### src/rtl/max_pq_pkg.sv
// Shared types for the max-heap priority queue: op codes, sift FSM states and
// the child-select encoding returned by the three-way comparator.
package max_pq_pkg;

  typedef enum logic [1:0] {
    PQ_NOP  = 2'b00,
    PQ_PUSH = 2'b01,
    PQ_POP  = 2'b10,
    PQ_TOP  = 2'b11
  } op_t;

  typedef enum logic [1:0] {
    S_IDLE      = 2'b00,
    S_SIFT_UP   = 2'b01,
    S_SIFT_DOWN = 2'b10
  } state_t;

  typedef enum logic [1:0] {
    SEL_PARENT = 2'b00,
    SEL_LEFT   = 2'b01,
    SEL_RIGHT  = 2'b10
  } sel_t;

endpackage

### src/rtl/max_pq_sel3.sv
// Largest-of parent/left/right for one sift-down step; combinational, no backpressure.
// Strict compares keep the parent on ties and let the left child win a child tie.
module max_pq_sel3
  import max_pq_pkg::*;
#(
  parameter int DATA_WIDTH = 8
) (
  input  logic [DATA_WIDTH-1:0] parent,
  input  logic [DATA_WIDTH-1:0] left,
  input  logic [DATA_WIDTH-1:0] right,
  input  logic                  left_vld,
  input  logic                  right_vld,
  output logic [1:0]            sel,
  output logic                  swap
);

  logic [DATA_WIDTH-1:0] best;

  always_comb begin
    best = parent;
    sel  = SEL_PARENT;
    if (left_vld && (left > best)) begin
      best = left;
      sel  = SEL_LEFT;
    end
    if (right_vld && (right > best)) begin
      best = right;
      sel  = SEL_RIGHT;
    end
    swap = (sel != SEL_PARENT);
  end

endmodule

### src/rtl/max_priority_queue.sv
// Binary max-heap queue, one tree level per cycle; PUSH/POP take 1..log2(depth)+1 cycles,
// ready_out/valid_out drop while sifting. Define MAX_PQ_COUNT_EN to expose count_out.
module max_priority_queue
  import max_pq_pkg::*;
#(
  parameter int DATA_WIDTH = 8,
  parameter int PQ_DEPTH   = 8
) (
  input  logic                  clk,
  input  logic                  reset,
  input  logic [DATA_WIDTH-1:0] data_in,
  input  logic                  valid_in,
  input  logic [1:0]            op,
  output logic                  ready_out,
  output logic [DATA_WIDTH-1:0] pq_out,
  output logic                  valid_out,
  input  logic                  ready_in
`ifdef MAX_PQ_COUNT_EN
  ,
  output logic [$clog2(PQ_DEPTH+1)-1:0] count_out
`endif
);

  localparam int CW = $clog2(PQ_DEPTH + 1);
  localparam int IW = $clog2(PQ_DEPTH);
  localparam logic [CW-1:0] CNT_ONE = CW'(1);
  localparam logic [CW-1:0] DEPTH_C = CW'(PQ_DEPTH);
  localparam logic [IW-1:0] IDX_ONE = IW'(1);
  localparam logic [IW+1:0] TWO_C   = (IW + 2)'(2);

  logic [DATA_WIDTH-1:0] heap [PQ_DEPTH];
  logic [CW-1:0]         count;
  logic [IW-1:0]         idx;
  state_t                state;

  logic [IW-1:0] up_idx;
  logic [IW-1:0] last_idx;
  logic [IW+1:0] count_x;
  logic [IW+1:0] left_c;
  logic [IW+1:0] right_c;
  logic [IW-1:0] child;
  logic [1:0]    sel;
  logic          swap;

  assign ready_out = (state == S_IDLE) && (count < DEPTH_C);
  assign valid_out = (state == S_IDLE) && (count != '0);
  assign pq_out    = heap[0];

  // Index math is done one bit wider than the heap so children past the end
  // compare cleanly against count instead of wrapping.
  assign up_idx   = (idx - IDX_ONE) >> 1;
  assign last_idx = count[IW-1:0] - IDX_ONE;
  assign count_x  = {{(IW + 2 - CW){1'b0}}, count};
  assign left_c   = {1'b0, idx, 1'b1};
  assign right_c  = {1'b0, idx, 1'b0} + TWO_C;
  assign child    = (sel == SEL_LEFT) ? left_c[IW-1:0] : right_c[IW-1:0];

  max_pq_sel3 #(.DATA_WIDTH(DATA_WIDTH)) u_sel3 (
    .parent    (heap[idx]),
    .left      (heap[left_c[IW-1:0]]),
    .right     (heap[right_c[IW-1:0]]),
    .left_vld  (left_c < count_x),
    .right_vld (right_c < count_x),
    .sel       (sel),
    .swap      (swap)
  );

  always_ff @(posedge clk) begin
    if (!reset) begin
      state <= S_IDLE;
      count <= '0;
      idx   <= '0;
      for (int i = 0; i < PQ_DEPTH; i++) heap[i] <= '0;
    end else begin
      case (state)
        S_IDLE: begin
          if ((op == PQ_PUSH) && valid_in && ready_out) begin
            heap[count[IW-1:0]] <= data_in;
            idx   <= count[IW-1:0];
            count <= count + CNT_ONE;
            state <= S_SIFT_UP;
          end else if ((op == PQ_POP) && ready_in && valid_out) begin
            heap[0] <= heap[last_idx];
            count   <= count - CNT_ONE;
            idx     <= '0;
            state   <= S_SIFT_DOWN;
          end
        end
        S_SIFT_UP: begin
          if ((idx != '0) && (heap[idx] > heap[up_idx])) begin
            heap[idx]    <= heap[up_idx];
            heap[up_idx] <= heap[idx];
            idx          <= up_idx;
          end else begin
            state <= S_IDLE;
          end
        end
        S_SIFT_DOWN: begin
          if (swap) begin
            heap[idx]   <= heap[child];
            heap[child] <= heap[idx];
            idx         <= child;
          end else begin
            state <= S_IDLE;
          end
        end
        default: state <= S_IDLE;
      endcase
    end
  end

`ifdef MAX_PQ_COUNT_EN
  assign count_out = count;
`endif

endmodule

### config.mk
export PLATFORM = sky130hd
export DESIGN_NAME = max_priority_queue
export DESIGN_NICKNAME = d
export VERILOG_FILES = /design/src/rtl/max_pq_pkg.sv /design/src/rtl/max_pq_sel3.sv /design/src/rtl/max_priority_queue.sv
export SDC_FILE = /design/constraint.sdc
export NUM_CORES = 1
export LEC_CHECK = 0
export CORE_ASPECT_RATIO = 1.1
export CORE_UTILIZATION = 40
export DETAILED_ROUTE_END_ITERATION = 8
export PLACE_DENSITY_LB_ADDON = 0.2
export SETUP_SLACK_MARGIN = 0.4
export SLEW_MARGIN = 10
export SYNTH_ARGS = -nofsm -noshare
export SYNTH_HDL_FRONTEND = slang
export SYNTH_SLANG_ARGS = --single-unit
### constraint.sdc
create_clock -name clk -period 6.9 [get_ports clk]
set_input_delay 1.38 -clock clk [delete_from_list [all_inputs] [get_ports clk]]
set_output_delay 1.38 -clock clk [all_outputs]
set_load 0.005 [all_outputs]
Word-level counts from Yosys, hierarchy flattened
Memories as Yosys holds them, arrays and structs flattened. A register that Yosys moved wholly into a read port is not among the register bits.
Cells that the tools add are included.
{"block": "word_totals", "input_bits": 14, "register_bits": 9, "ramBits": 64, "output_inout_bits": 10, "wordCells": 101, "mem_count": 1}
{"block": "op_classes", "add_sub_neg": 5, "n_bitwise": 2, "reduce_logical": 22, "n_mux": 52, "n_lt_le_gt_ge": 6, "eq_ne": 10}
{"name": "heap", "depth": 8, "word_bits": 8, "read_ports": 7, "rd_ports_with_merged_regs": 2, "wr": 8, "line": "max_priority_queue.sv:31", "rtl": "logic [DATA_WIDTH-1:0] heap [PQ_DEPTH];"}
{"operator": "$mux W8", "n": 7}
{"operator": "$mux W3", "n": 13}
{"operator": "$reduce_or A8 Y1", "n": 4}
{"operator": "$gt A8 B8 Y1", "n": 3}
{"operator": "$mux W1", "n": 23}
{"operator": "$mux W2", "n": 5}
{"operator": "$logic_and A1 B1 Y1", "n": 9}
{"operator": "$pmux W3 S3", "n": 1}
{"operator": "$mux W4", "n": 2}
{"operator": "$ne A2 B2 Y1 const B", "n": 4}
{"operator": "$eq A2 B1 Y1 const B", "n": 3}
{"operator": "$pmux W2 S3", "n": 1}
{"operator": "$reduce_bool A3 Y1", "n": 2}
{"operator": "$sub A3 B1 Y3 const B", "n": 2}
{"operator": "$add A4 B2 Y5 const B", "n": 1}
{"operator": "$lt A5 B4 Y1", "n": 1}
{"operator": "$add A4 B1 Y4 const B", "n": 1}
{"operator": "$eq A2 B2 Y1 const B", "n": 2}
{"operator": "$lt A4 B4 Y1", "n": 1}
{"operator": "$lt A4 B4 Y1 const B", "n": 1}
{"operator": "$reduce_and A4 Y1", "n": 1}
{"operator": "$reduce_bool A2 Y1", "n": 2}
{"operator": "$reduce_bool A4 Y1", "n": 1}
{"operator": "$sub A4 B1 Y4 const B", "n": 1}
{"operator": "5 further kinds", "n": 6}

Logic depth before layout (Yosys ltp)
{"block": "depth", "ltp_word": 14, "depth_mapped": 28, "mapped_depth_nobuf": 20}

Cells and area by module
A second synthesis with hierarchy kept.
{"block": "unflattened", "hier_cells": 575, "area_unflattened_um2": 6732.7}
{"module": "max_priority_queue", "area_per_inst_um2": 6234.7, "cells_per_inst": 514, "seq_area_each_um2": 2162.1, "n_inst": 1}
{"module": "max_pq_sel3", "area_per_inst_um2": 498.0, "cells_per_inst": 61, "seq_area_each_um2": 0.0, "n_inst": 1}

Worst setup path after synthesis
OpenSTA, ideal clock, no wires.
{"block": "synth_path", "path_type": "reg2reg", "from": "register with a tool-made name", "to": "memory heap[1][0], enable pin", "t_required_ns": 6.563, "path_stages_with_launch": 25, "path_buffers": 6, "arrival_time_ns": 5.893, "setup_ns": 0.337, "period_less_slack_ns": 6.230, "path_slack_ns": 0.670, "cell_sequence": "dfxtp_1 > clkbuf_1 > buf_2 > mux4_2 > mux2i_1 > clkbuf_1 > ha_1 > a21o_1 > a221oi_2 > o211ai_2 > nand2_1 > clkbuf_1 > clkbuf_1 > nand2_1 > o21ai_0 > ha_1 > nand3_1 > nor3_1 > a2111o_1 > a21o_1 > buf_6 > mux2i_1 > nor4b_2 > nand2_1 > nand3_1"}
{"item": "to (decl)", "line": "max_priority_queue.sv:31"}

==> metrics.txt <==
Skew-Pair Late Insertion Delay 0.35 ns; ratio of final minimum period to clock period 90.6%; 1st-iter DRT viols 699; Hold Crit Start count[3]; first-pass GRT wire length 36.6 mm; status finished, final reports clean; Core Region 0.0172 mm²; pwr dens ~210 mW/mm²; FP Rows 50; GPL Wtd Cong around 0.99; peak supply drop approximately 0.11 mV; GRT Util Overall 27.3%; maxcap violations 0; initial antenna violation count 0; die area 0.0183 mm²; RSZ-0062 raised after global routing true; Post-Syn Area 0.00711 mm²; n_diodes 0; antenna-violating nets left 0; Layout Skew 0.0110 ns; drt drc 0; Slew @ Worst Pin slightly below 0.9 ns; Pre-antenna DRT Iters 5; vias in the first global route 5961; Final Hold Viols 0; routed len/inst 25.9 µm; Netlist cell types 76; crit end category flop; # IOs 24; hold crit path type flop to flop; dominant cell type by area after synthesis edfxtp_1; worst hold endpoint count[3]; CTS tree built; clk sinks 76; WP data arrival 6.32 ns; total gr overflow 0; Die Y 142 µm; Reg clk slew, reported paths 0.06 ns; min Tclk post-route 6.25 ns; Critical Path RT 6.97 ns; register area share after synthesis 30.4%; P_leak 2.78 nW; post-route setup TNS 0 ns; fmax 160 MHz; syn_area_per_cell between 10 and 15 µm²; crit path launch type flop; htree depth 3; crit path cell chain buf_4 -> mux4_2 -> mux2i_1 -> inv_1 -> ha_1 -> nand2_1 -> nor3_1 -> a211oi_2 -> nand2_2 -> nand2_1 -> o21ai_0 -> ha_1 -> nand3_1 -> nor3_1 -> a2111o_1 -> a211oi_4 -> o31ai_4 -> buf_4 -> a31o_2 -> a211oi_1 -> or2_1 -> o22ai_1; via count 6323; r2r endpoint heap[7][6]; layout cells sized above 1 20.5%; R2R cell count 22; critical path's largest stage delay 0.50 ns; final setup fails 0; CTS root buffer clkbuf_16; asr flop ratio synth 0%; CP max-delay cell dfxtp_1; Seq cells post-synth 76; largest net degree at the start of global routing 33; Cells on Worst Hold Path 2; Pins Over Slew Limit 0; Max clock buf depth 2; mean number of vias per cell just under 7; area delta synth->final 10.7%; post-synth top area share 27.0%; Reg2Reg Setup Slack 0.65 ns; NumNets Final 752; final WL 24.2 mm; count of buffers from port buffering 23; synthesized net count 751; Slew HR between 40 and 50%; number of flops mapped to enable cells by yosys 64; ys flop type edfxtp_1; Cells after Synth 693; die width approximately 130 µm; Setup CP Type flop to flop; HPWL after detailed placement 18.6 mm; TritonCTS Buffers 9; synth warn 0; Power, Total 0.00168 W; Max FO, Critical Path 21; Synth area leaders edfxtp_1 27%, mux4_2 16%, ha_1 7.6%; Initial Utilization between 40% and 50%
[worst max-delay path: cells and delay by family, from the launching register on]
family | cells | cell delay, ns
multiplexers | 2 | 0.65
buffers and inverters | 3 | 0.71
flip-flops | 1 | 0.50
adder cells (fa/ha/maj) | 2 | 0.58
AO/OA/AOI/OAI | 8 | 2.35
AND/OR/NAND/NOR | 7 | 1.17
[layout by cell type, fill, tap and decap left out, types with 4 or more instances in the layout]
| master | instances |
|---|---|
| clkbuf_16 | 9 |
| ha_1 | 43 |
| edfxtp_1 | 64 |
| a21oi_1 | 35 |
| o2111ai_1 | 7 |
| a211oi_1 | 8 |
| mux4_2 | 50 |
| a21o_1 | 6 |
| or2_2 | 7 |
| nand2_1 | 73 |
| nand2b_1 | 7 |
| o31ai_1 | 15 |
| buf_4 | 22 |
| a31oi_1 | 7 |
| o21ai_0 | 18 |
| mux2i_1 | 30 |
| o22ai_2 | 6 |
| o22ai_1 | 47 |
| nand2_2 | 4 |
| a2bb2oi_1 | 7 |
| xnor2_1 | 4 |
| and2_1 | 7 |
| inv_1 | 33 |
| nand4_1 | 5 |
| nor3_1 | 8 |
| clkdlybuf4s50_1 | 23 |
| nor2_1 | 28 |
| dfxtp_1 | 11 |
| o21a_1 | 5 |
| nand3_1 | 28 |
| o211ai_1 | 6 |
[state kept, by name, summed over array words and instances, names as in the netlist, named ones only]
signal	flops
heap	64
idx	3
count	4
state	2
[layer usage]
metal / wire [µm] / track usage (%) / share of wire [%]
met5: 0 / 0 / 0
met3: 2450 / 5.69 / 10
met2: 10900 / 40.9 / 45
met4: 737 / 10.4 / 3.0
met1: 10100 / 38.5 / 42
[metrics by stage]
step / cells / instance area, µm² / hold slack, ns / utilization, % / setup slack (ns)
5_1_grt: 933 / 7870 / 0.505 / 45.8 / 0.308
4_1_cts: 929 / 7830 / 0.478 / 45.5 / 0.465
2_1_floorplan: 693 / 7110 / 0.450 / - / 0.670
3_5_place_dp: 913 / 7520 / 0.468 / 43.7 / 0.279
3_3_place_gp: 913 / 7520 / 0.465 / 43.7 / 0.506
6_report: 933 / 7870 / 0.478 / 45.8 / 0.648
[cell usage after synthesis, types with 3 or more instances]
| cell | number |
|---|---|
| nand2_1 | 74 |
| edfxtp_1 | 64 |
| mux4_2 | 50 |
| o22ai_1 | 47 |
| ha_1 | 43 |
| a21oi_1 | 35 |
| inv_1 | 33 |
| mux2i_1 | 30 |
| nand3_1 | 30 |
| clkbuf_1 | 28 |
| nor2_1 | 28 |
| o21ai_0 | 18 |
| buf_2 | 16 |
| o31ai_1 | 15 |
| dfxtp_1 | 12 |
| a211oi_1 | 8 |
| nor3_1 | 8 |
| a21o_1 | 7 |
| a2bb2oi_1 | 7 |
| a31oi_1 | 7 |
| and2_1 | 7 |
| nand2b_1 | 7 |
| o2111ai_1 | 7 |
| or2_2 | 7 |
| buf_6 | 6 |
| o211ai_1 | 6 |
| o22ai_2 | 6 |
| buf_1 | 5 |
| nand4_1 | 5 |
| o21a_1 | 5 |
| xnor2_1 | 4 |
| a21oi_2 | 3 |
| a22oi_1 | 3 |
| nand2_2 | 3 |
| nor2b_1 | 3 |
| xor2_1 | 3 |
[what timing repair did]
action | in CTS | in global routing
gates resized for setup | 1 | 3
endpoints found under the setup margin | 30 | 76
setup buffers | 0 | 4
pin swaps | 0 | 1
hold buffers | 0 | 0
[worst max path at each step]
stage	from	end	slack (ns)	depth (start not counted)
after floorplan	flop	heap[1][0]	0.67	24
after global placement	flop	heap[2][2]	0.51	18
after detailed placement	flop	heap[2][2]	0.28	17
after CTS	flop	heap[2][0]	0.46	17
after global routing	flop	heap[3][5]	0.31	18
final	flop	heap[7][6]	0.65	22
[final cells by class]
class | instances | area (µm²)
fill | 1611 | 9330
multi-input combinational | 527 | 4560
sequential | 76 | 2160
timing repair buffer | 46 | 415
tap | 234 | 293
clock buffer | 9 | 225
inverter | 34 | 130
clock inverter | 7 | 83.8
[power breakdown]
part           internal, W  total (W)  switching [W]
logic             0.000248   0.000616       0.000368
registers         0.000523   0.000570      0.0000471
clock network     0.000286   0.000493       0.000207
total              0.00106    0.00168       0.000622
[cell families after synthesis]
logic type,after synthesis,synth area share (%)
buffers and inverters,90,5.75
flip-flops,76,30.4
multiplexers,84,20.7
XOR/XNOR,7,0.862
AO/OA/AOI/OAI,204,21.1
AND/OR/NAND/NOR,188,13.3
adder cells (fa/ha/maj),44,7.85
Note: power is estimated with default switching activity, not from simulation.
